===== config.mk =====
export PLATFORM = sky130hd
export DESIGN_NAME = tdc_readout
export DESIGN_NICKNAME = d
export VERILOG_FILES = /design/src/rtl/tdc_readout_pkg.sv /design/src/rtl/tdc_readout_uart_tx.sv /design/src/rtl/tdc_readout.sv
export SDC_FILE = /design/constraint.sdc
export NUM_CORES = 1
export LEC_CHECK = 0
export ABC_CLOCK_PERIOD_IN_PS = 8500
export BUFFER_PORTS_ARGS = -buffer_cell sky130_fd_sc_hd__buf_2
export CORE_MARGIN = 2
export CORE_UTILIZATION = 40
export DETAILED_ROUTE_END_ITERATION = 7
export PLACE_DENSITY = 0.55
export SLEW_MARGIN = 25
export SYNTH_ARGS = -nofsm -noshare
export SYNTH_HDL_FRONTEND = slang
export SYNTH_SLANG_ARGS = --single-unit

===== constraint.sdc =====
create_clock -name clk -period 8.5 [get_ports clk]
set_input_delay 1.275 -clock clk [delete_from_list [all_inputs] [get_ports clk]]
set_output_delay 1.275 -clock clk [all_outputs]
set_load 0.05 [all_outputs]

===== src/rtl/tdc_readout_pkg.sv =====
// tdc_readout_pkg
// Shared constants for the TDC readout path.
//   - FSM state encoding for the frame sequencer
//   - default frame sync byte
//   - UART 8N1 framing constants
//   - nb_bytes(): number of whole bytes needed to carry a result word
package tdc_readout_pkg;

  localparam logic [2:0] ST_IDLE = 3'd0;
  localparam logic [2:0] ST_LOAD = 3'd1;
  localparam logic [2:0] ST_SYNC = 3'd2;
  localparam logic [2:0] ST_DATA = 3'd3;
  localparam logic [2:0] ST_CSUM = 3'd4;

  localparam logic [7:0] SYNC_BYTE_DEFAULT = 8'hA5;

  localparam logic UART_START_BIT = 1'b0;
  localparam logic UART_STOP_BIT  = 1'b1;
  localparam logic UART_IDLE_BIT  = 1'b1;
  localparam int   UART_BITS_PER_BYTE = 10;

  function automatic int nb_bytes(input int width);
    return (width + 7) / 8;
  endfunction

endpackage


===== src/rtl/tdc_readout_uart_tx.sv =====
// uart_tx_byte
// Transmits one byte as UART 8N1: start bit, 8 data bits LSB first, stop bit.
// Ports:
//   clk     in   clock
//   iRst_n  in   synchronous active-low reset
//   iStart  in   load iByte and start a byte (accepted when idle or on oDone)
//   iByte   in   byte to send
//   oTx     out  serial line, idle high
//   oDone   out  one-cycle strobe in the last cycle of the stop bit
//   oBusy   out  a byte is being shifted out
module uart_tx_byte
  import tdc_readout_pkg::*;
#(
  parameter int CLKS_PER_BIT = 868
) (
  input  logic       clk,
  input  logic       iRst_n,
  input  logic       iStart,
  input  logic [7:0] iByte,
  output logic       oTx,
  output logic       oDone,
  output logic       oBusy
);

  localparam int BW = (CLKS_PER_BIT > 1) ? $clog2(CLKS_PER_BIT) : 1;
  localparam logic [BW-1:0] BAUD_LAST = BW'(CLKS_PER_BIT - 1);
  localparam logic [3:0]    BIT_LAST  = 4'(UART_BITS_PER_BYTE - 1);

  logic [BW-1:0] baud_reg;
  logic [3:0]    bit_reg;
  logic [8:0]    shift_reg;   // remaining bits: data bits then stop bit
  logic          tx_reg;
  logic          busy_reg;
  logic          bit_end;

  assign bit_end = busy_reg && (baud_reg == BAUD_LAST);
  // Done is combinational so the next byte can be started on the same edge
  // the stop bit ends, giving back-to-back bytes with no idle gap.
  assign oDone = bit_end && (bit_reg == BIT_LAST);
  assign oTx   = tx_reg;
  assign oBusy = busy_reg;

  always_ff @(posedge clk) begin
    if (!iRst_n) begin
      tx_reg    <= UART_IDLE_BIT;
      busy_reg  <= 1'b0;
      baud_reg  <= '0;
      bit_reg   <= '0;
      shift_reg <= '0;
    end else if (iStart && (!busy_reg || oDone)) begin
      tx_reg    <= UART_START_BIT;
      shift_reg <= {UART_STOP_BIT, iByte};
      baud_reg  <= '0;
      bit_reg   <= '0;
      busy_reg  <= 1'b1;
    end else if (busy_reg) begin
      if (bit_end) begin
        baud_reg <= '0;
        if (oDone) begin
          busy_reg <= 1'b0;
          tx_reg   <= UART_IDLE_BIT;
        end else begin
          bit_reg   <= bit_reg + 1'b1;
          tx_reg    <= shift_reg[0];
          shift_reg <= {UART_IDLE_BIT, shift_reg[8:1]};
        end
      end else begin
        baud_reg <= baud_reg + 1'b1;
      end
    end
  end

endmodule


===== src/rtl/tdc_readout.sv =====
// tdc_readout
// Buffers TDC result words in a small FIFO and sends each one to the host
// as a UART frame: SYNC_BYTE, data bytes (MSB first), XOR checksum of data.
// Ports:
//   clk        in   clock
//   iRst_n     in   synchronous active-low reset
//   iData      in   TDC result word
//   iValid     in   single-cycle strobe qualifying iData
//   iClearOvf  in   clears the sticky overflow flag
//   oTx        out  UART serial line, idle high
//   oBusy      out  frame in progress or FIFO non-empty (registered)
//   oLevel     out  FIFO occupancy
//   oOverflow  out  sticky: a word was dropped because the FIFO was full
module tdc_readout
  import tdc_readout_pkg::*;
#(
  parameter int         DATA_W       = 32,
  parameter int         FIFO_DEPTH   = 16,
  parameter int         CLKS_PER_BIT = 868,
  parameter logic [7:0] SYNC_BYTE    = SYNC_BYTE_DEFAULT
) (
  input  logic                        clk,
  input  logic                        iRst_n,
  input  logic [DATA_W-1:0]           iData,
  input  logic                        iValid,
  input  logic                        iClearOvf,
  output logic                        oTx,
  output logic                        oBusy,
  output logic [$clog2(FIFO_DEPTH):0] oLevel,
  output logic                        oOverflow
);

  localparam int AW = $clog2(FIFO_DEPTH);
  localparam int NB = nb_bytes(DATA_W);
  localparam int SW = NB * 8;
  localparam int CW = $clog2(NB + 1);
  localparam logic [AW:0]   DEPTH_L = (AW + 1)'(FIFO_DEPTH);
  localparam logic [CW-1:0] NB_L    = CW'(NB);

  logic [DATA_W-1:0] mem [FIFO_DEPTH];
  logic [AW:0]       wr_ptr_reg, rd_ptr_reg;
  logic [AW:0]       level, level_next;
  logic [DATA_W-1:0] rd_data_reg;
  logic              full, empty, pop, push;
  logic              ovf_reg, busy_reg;

  logic [2:0]        state_reg, state_next;
  logic [SW-1:0]     shift_reg;
  logic [7:0]        csum_reg, csum_next;
  logic [CW-1:0]     cnt_reg;
  logic [SW-1:0]     ext_word;
  logic [7:0]        word_bytes [NB];

  logic              uart_start, uart_done, uart_busy;
  logic [7:0]        uart_byte;

  // ---------------- FIFO ----------------
  // Pointers carry one extra bit so full and empty are distinguishable.
  assign level = wr_ptr_reg - rd_ptr_reg;
  assign full  = (level == DEPTH_L);
  assign empty = (level == '0);
  assign pop   = (state_reg == ST_IDLE) && !empty;
  // A pop in the same cycle frees a slot, so a write while full still lands.
  assign push  = iValid && (!full || pop);
  assign level_next = level + (AW + 1)'(push) - (AW + 1)'(pop);

  always_ff @(posedge clk) begin
    if (push) mem[wr_ptr_reg[AW-1:0]] <= iData;
  end

  always_ff @(posedge clk) begin
    if (pop) rd_data_reg <= mem[rd_ptr_reg[AW-1:0]];
  end

  always_ff @(posedge clk) begin
    if (!iRst_n) begin
      wr_ptr_reg <= '0;
      rd_ptr_reg <= '0;
      ovf_reg    <= 1'b0;
      busy_reg   <= 1'b0;
    end else begin
      if (push) wr_ptr_reg <= wr_ptr_reg + 1'b1;
      if (pop)  rd_ptr_reg <= rd_ptr_reg + 1'b1;
      // Setting has priority over clearing when both happen together.
      if (iValid && !push) ovf_reg <= 1'b1;
      else if (iClearOvf)  ovf_reg <= 1'b0;
      busy_reg <= (state_next != ST_IDLE) || (level_next != '0);
    end
  end

  // ---------------- frame payload ----------------
  assign ext_word = SW'(rd_data_reg);

  generate
    for (genvar gi = 0; gi < NB; gi++) begin : g_bytes
      assign word_bytes[gi] = ext_word[gi*8 +: 8];
    end
  endgenerate

  always_comb begin
    csum_next = '0;
    for (int i = 0; i < NB; i++) csum_next = csum_next ^ word_bytes[i];
  end

  // ---------------- frame sequencer ----------------
  always_comb begin
    state_next = state_reg;
    uart_start = 1'b0;
    uart_byte  = shift_reg[SW-1 -: 8];
    case (state_reg)
      ST_IDLE: if (!empty) state_next = ST_LOAD;
      ST_LOAD: begin
        if (!uart_busy) begin
          uart_start = 1'b1;
          uart_byte  = SYNC_BYTE;
          state_next = ST_SYNC;
        end
      end
      ST_SYNC: begin
        if (uart_done) begin
          uart_start = 1'b1;
          state_next = ST_DATA;
        end
      end
      ST_DATA: begin
        if (uart_done) begin
          uart_start = 1'b1;
          if (cnt_reg == NB_L) begin
            uart_byte  = csum_reg;
            state_next = ST_CSUM;
          end
        end
      end
      ST_CSUM: if (uart_done) state_next = ST_IDLE;
      default: state_next = ST_IDLE;
    endcase
  end

  always_ff @(posedge clk) begin
    if (!iRst_n) begin
      state_reg <= ST_IDLE;
      shift_reg <= '0;
      csum_reg  <= '0;
      cnt_reg   <= '0;
    end else begin
      state_reg <= state_next;
      if (state_reg == ST_LOAD && uart_start) begin
        shift_reg <= ext_word;
        csum_reg  <= csum_next;
        cnt_reg   <= '0;
      end else if (uart_start && state_next == ST_DATA) begin
        // A data byte was just handed to the UART; expose the next one.
        shift_reg <= shift_reg << 8;
        cnt_reg   <= cnt_reg + 1'b1;
      end
    end
  end

  uart_tx_byte #(
    .CLKS_PER_BIT(CLKS_PER_BIT)
  ) u_uart (
    .clk   (clk),
    .iRst_n(iRst_n),
    .iStart(uart_start),
    .iByte (uart_byte),
    .oTx   (oTx),
    .oDone (uart_done),
    .oBusy (uart_busy)
  );

  assign oBusy     = busy_reg;
  assign oLevel    = level;
  assign oOverflow = ovf_reg;

endmodule


==> results by group <==
CTS
  – Clock Path Buffers: 3
  – Hold buffers post-CTS: 0
  – H-tree depth: 3
  – Clock sink count: roughly 630
  – # resized after CTS: 0
  – TritonCTS clock tree: built
  – Clock insertion delay at the later pin of the skew report: 0.60 ns
  – Root Buffer: clkbuf_16
  – # Post-CTS Setup Buffers: 0
  – CTS Buf Count: 67
  – CTS clock-pin slew for the worst setup and hold paths: 0.06 ns

Setup path
  – Worst setup SP type: flop
  – R2R cell count: 20
  – Max FO, Critical Path: 45
  – Worst reg2reg path endpoint: oBusy$_SDFF_PN0_
  – R2r startpoint: rd_ptr_reg[1]$_SDFFE_PN0N_
  – Cell repeated most along the worst path: inv_1
  – Crit path DAT: 5.02 ns
  – CP Capture Type: flop
  – CP Data Required Time: 8.97 ns
  – Setup crit end: oBusy$_SDFF_PN0_
  – R2r setup slk: 3.94 ns
  – Crit path kind: flop to flop
  – Max stage delay cell, worst path: dfxtp_4
  – Critical path, cell by cell: inv_1 -> ha_1 -> a21o_1 -> a21oi_1 -> xnor2_1 -> inv_1 -> ha_1 -> nand3_1 -> o31ai_4 -> nand2_1 -> o21ai_0 -> ha_1 -> inv_1 -> fa_1 -> inv_1 -> a21oi_1 -> o21bai_1 -> xor2_1 -> xnor2_1 -> o41a_1
  – Max incr delay on CP: 0.79 ns
  – Worst setup path startpoint: rd_ptr_reg[1]$_SDFFE_PN0N_

Synth
  – Synthesized area: 24600 um^2
  – Flop and latch count out of synthesis: approximately 630
  – Yosys warns: 0
  – Synth top area cells: edfxtp_1 (66%), mux4_2 (15%), dfxtp_1 (6.7%)
  – Synth area leader: edfxtp_1
  – Most instantiated cells after synthesis: edfxtp_1 (544), mux4_2 (160), nand2_1 (92), dfxtp_1 (83), xnor2_1 (41)
  – FFs w/ async S/R, synth: 0
  – Most common cell in the synthesized netlist: edfxtp_1
  – Post-synthesis sequential area ratio: 0.730
  – Post-synth EDFFs: 544
  – Yosys cell types: 56
  – Syn Inst Count: approximately 1300
  – Top cell type's share of synthesized area: 0.663
  – Syn Area/Cell: 19.4 um^2
  – Ys flop type: edfxtp_1
  – Syn nets: 1325

Final layout
  – Fin area: 28000 um^2
  – # diodes: 0
  – Area growth, synth to finish: 13.6%
  – Layout cells sized above 1: 0.248
  – # fillers: around 5000
  – Net count, final: 1390
  – Max FFs per register: between 500 and 600

Routing
  – DR vias/cell: 5.38
  – DR iter-0 viols: 830
  – Post-Route WL: just over 50000 um
  – DRT antenna net count: 0
  – Drt drc: 0
  – WL per Instance: 23.3 um
  – TritonRoute pass-1 iters: 5
  – Routed vias: approximately 12000

Run
  – Maximum capacitance violations: 0

STA
  – Relative slew slack: 0.431
  – Setup violators final: 0
  – Final hold viol count: 0
  – Minimum clock period: 4.56 ns
  – Final Cycle Share: 0.536
  – Setup TNS: 0 ns
  – Final Max Tran Viols: 0
  – Unrepaired setup endpoints after global routing: no
  – Max Clock Skew: 0.0141 ns
  – Worst Tran Pin Value: 0.854 ns
  – Max Freq: ~220 MHz

Placed design
  – Gpl congestion: 0.734
  – DP Wirelength: 28600 um
  – PortBufs: 43
  – Placed cell area: between 20000 and 30000 um^2

Power and ir drop
  – Leakage Power: 9.28 nW
  – Max rail drop VDD: 0.162 mV
  – Pwr Density: around 320 nW/um^2
  – Final Power: 8.93 mW

Global route
  – GR Util All Layers: 0.164
  – Pin count of the biggest net entering global routing: 69
  – Antenna violations before repair: 6
  – Vias in the first global route: between 10000 and 15000
  – First-pass GRT wire length: 77300 um
  – Total gr overflow: 0

Run status
  – Status: complete, no violations

Floorplan
  – Die Height: between 200 and 300 um
  – Ports: 44
  – Die ar.: 63600 um^2
  – Chip width: between 200 and 300 um
  – Core area: 60600 um^2
  – Row cnt: 90
  – Starting Density: 0.407

Hold path
  – Hold/Removal Path Class: flop to flop
==> worst max-delay path: cells and delay by family, from the launching register on <==
family                   cells  cell delay, ns
AND/OR/NAND/NOR              2            0.27
buffers and inverters        4            0.42
AO/OA/AOI/OAI                7            1.49
XOR/XNOR                     3            0.40
adder cells (fa/ha/maj)      4            1.07
flip-flops                   1            0.79
==> stage by stage <==
| stage | util | cells | setup WS, ns | hold slack (ns) |
|---|---|---|---|---|
| floorplan | - | 1268 | 1.51 | 0.449 |
| detailed placement | 0.426 | 2045 | 3.84 | 0.470 |
| CTS | 0.461 | 2164 | 3.83 | 0.482 |
| global route | 0.462 | 2165 | 3.55 | 0.514 |
| global placement | 0.425 | 2042 | 3.93 | 0.462 |
| finish | 0.462 | 2165 | 3.94 | 0.482 |
==> cell usage in the layout, fill, tap and decap left out, types with 8 or more instances in the layout <==
cell type and n:
edfxtp_1 544, mux4_2 160, nand2_1 92, dfxtp_1 80
clkbuf_16 69, buf_2 43, xnor2_1 41, o211a_1 40
nand3_1 33, nor2_1 27, ha_1 19, inv_1 18
clkbuf_1 16, buf_4 15, mux2i_1 13, clkinv_1 13
nor2b_1 12, and2_1 11, xor2_1 9, a21oi_1 8
a22oi_1 8, o21ai_1 8, clkinv_2 8
==> worst min-delay path by stage <==
stage                                     startpoint                               end  slack [ns]  depth (start not counted)
detailed placement    u_uart.bit_reg[2]$_SDFFE_PP0P_    u_uart.bit_reg[2]$_SDFFE_PP0P_        0.47                          2
CTS                   u_uart.bit_reg[2]$_SDFFE_PP0P_    u_uart.bit_reg[2]$_SDFFE_PP0P_        0.48                          2
floorplan             u_uart.bit_reg[2]$_SDFFE_PP0P_    u_uart.bit_reg[2]$_SDFFE_PP0P_        0.45                          2
global placement      u_uart.bit_reg[2]$_SDFFE_PP0P_    u_uart.bit_reg[2]$_SDFFE_PP0P_        0.46                          2
finish              u_uart.shift_reg[8]$_SDFFE_PN0P_  u_uart.shift_reg[8]$_SDFFE_PN0P_        0.48                          1
global route                csum_reg[6]$_SDFFE_PN0P_          csum_reg[6]$_SDFFE_PN0P_        0.51                          1
==> area by class of cell <==
cell class	instances	area, um^2	share of cell area
flip-flops and latches	627	18000	0.643
multi-input cells	555	6350	0.227
clock buffers	85	1790	0.0638
well taps	782	978	0.0350
repair buffers	62	430	0.0154
clock inverters	34	359	0.0128
inverters	20	75.1	0.00268
==> per-layer routing <==
layer | up-vias | share of wire | global-route usage
met1 | 6119 | 0.44 | 0.225
met2 | 223 | 0.50 | 0.268
li1 | 5227 | - | -
met5 | - | 0.00016 | 0
met4 | 2 | 0.022 | 0.0455
met3 | 83 | 0.040 | 0.0335
==> cell families (layout without fill, tap and decap cells) <==
group / Yosys count / in the layout / synth area share
AOI/OAI and AO/OA: 84 / 84 / 0.0286
xor gates and xnor gates: 50 / 50 / 0.0178
adders and majority gates: 21 / 21 / 0.0113
buffers and inverters: 86 / 201 / 0.0148
DFF: 627 / 627 / 0.730
muxes: 173 / 173 / 0.151
and+or+nand+nor: 227 / 227 / 0.0458
==> power by group <==
group / total, mW / internal (mW) / leakage (nW) / switching, mW
clock: 2.86 / 1.68 / 1.04 / 1.18
combinational: 2.18 / 1.01 / 2.62 / 1.17
sequential: 3.89 / 3.67 / 5.62 / 0.222
total: 8.93 / 6.36 / 9.28 / 2.57
Note: power is estimated with default switching activity, not from simulation.
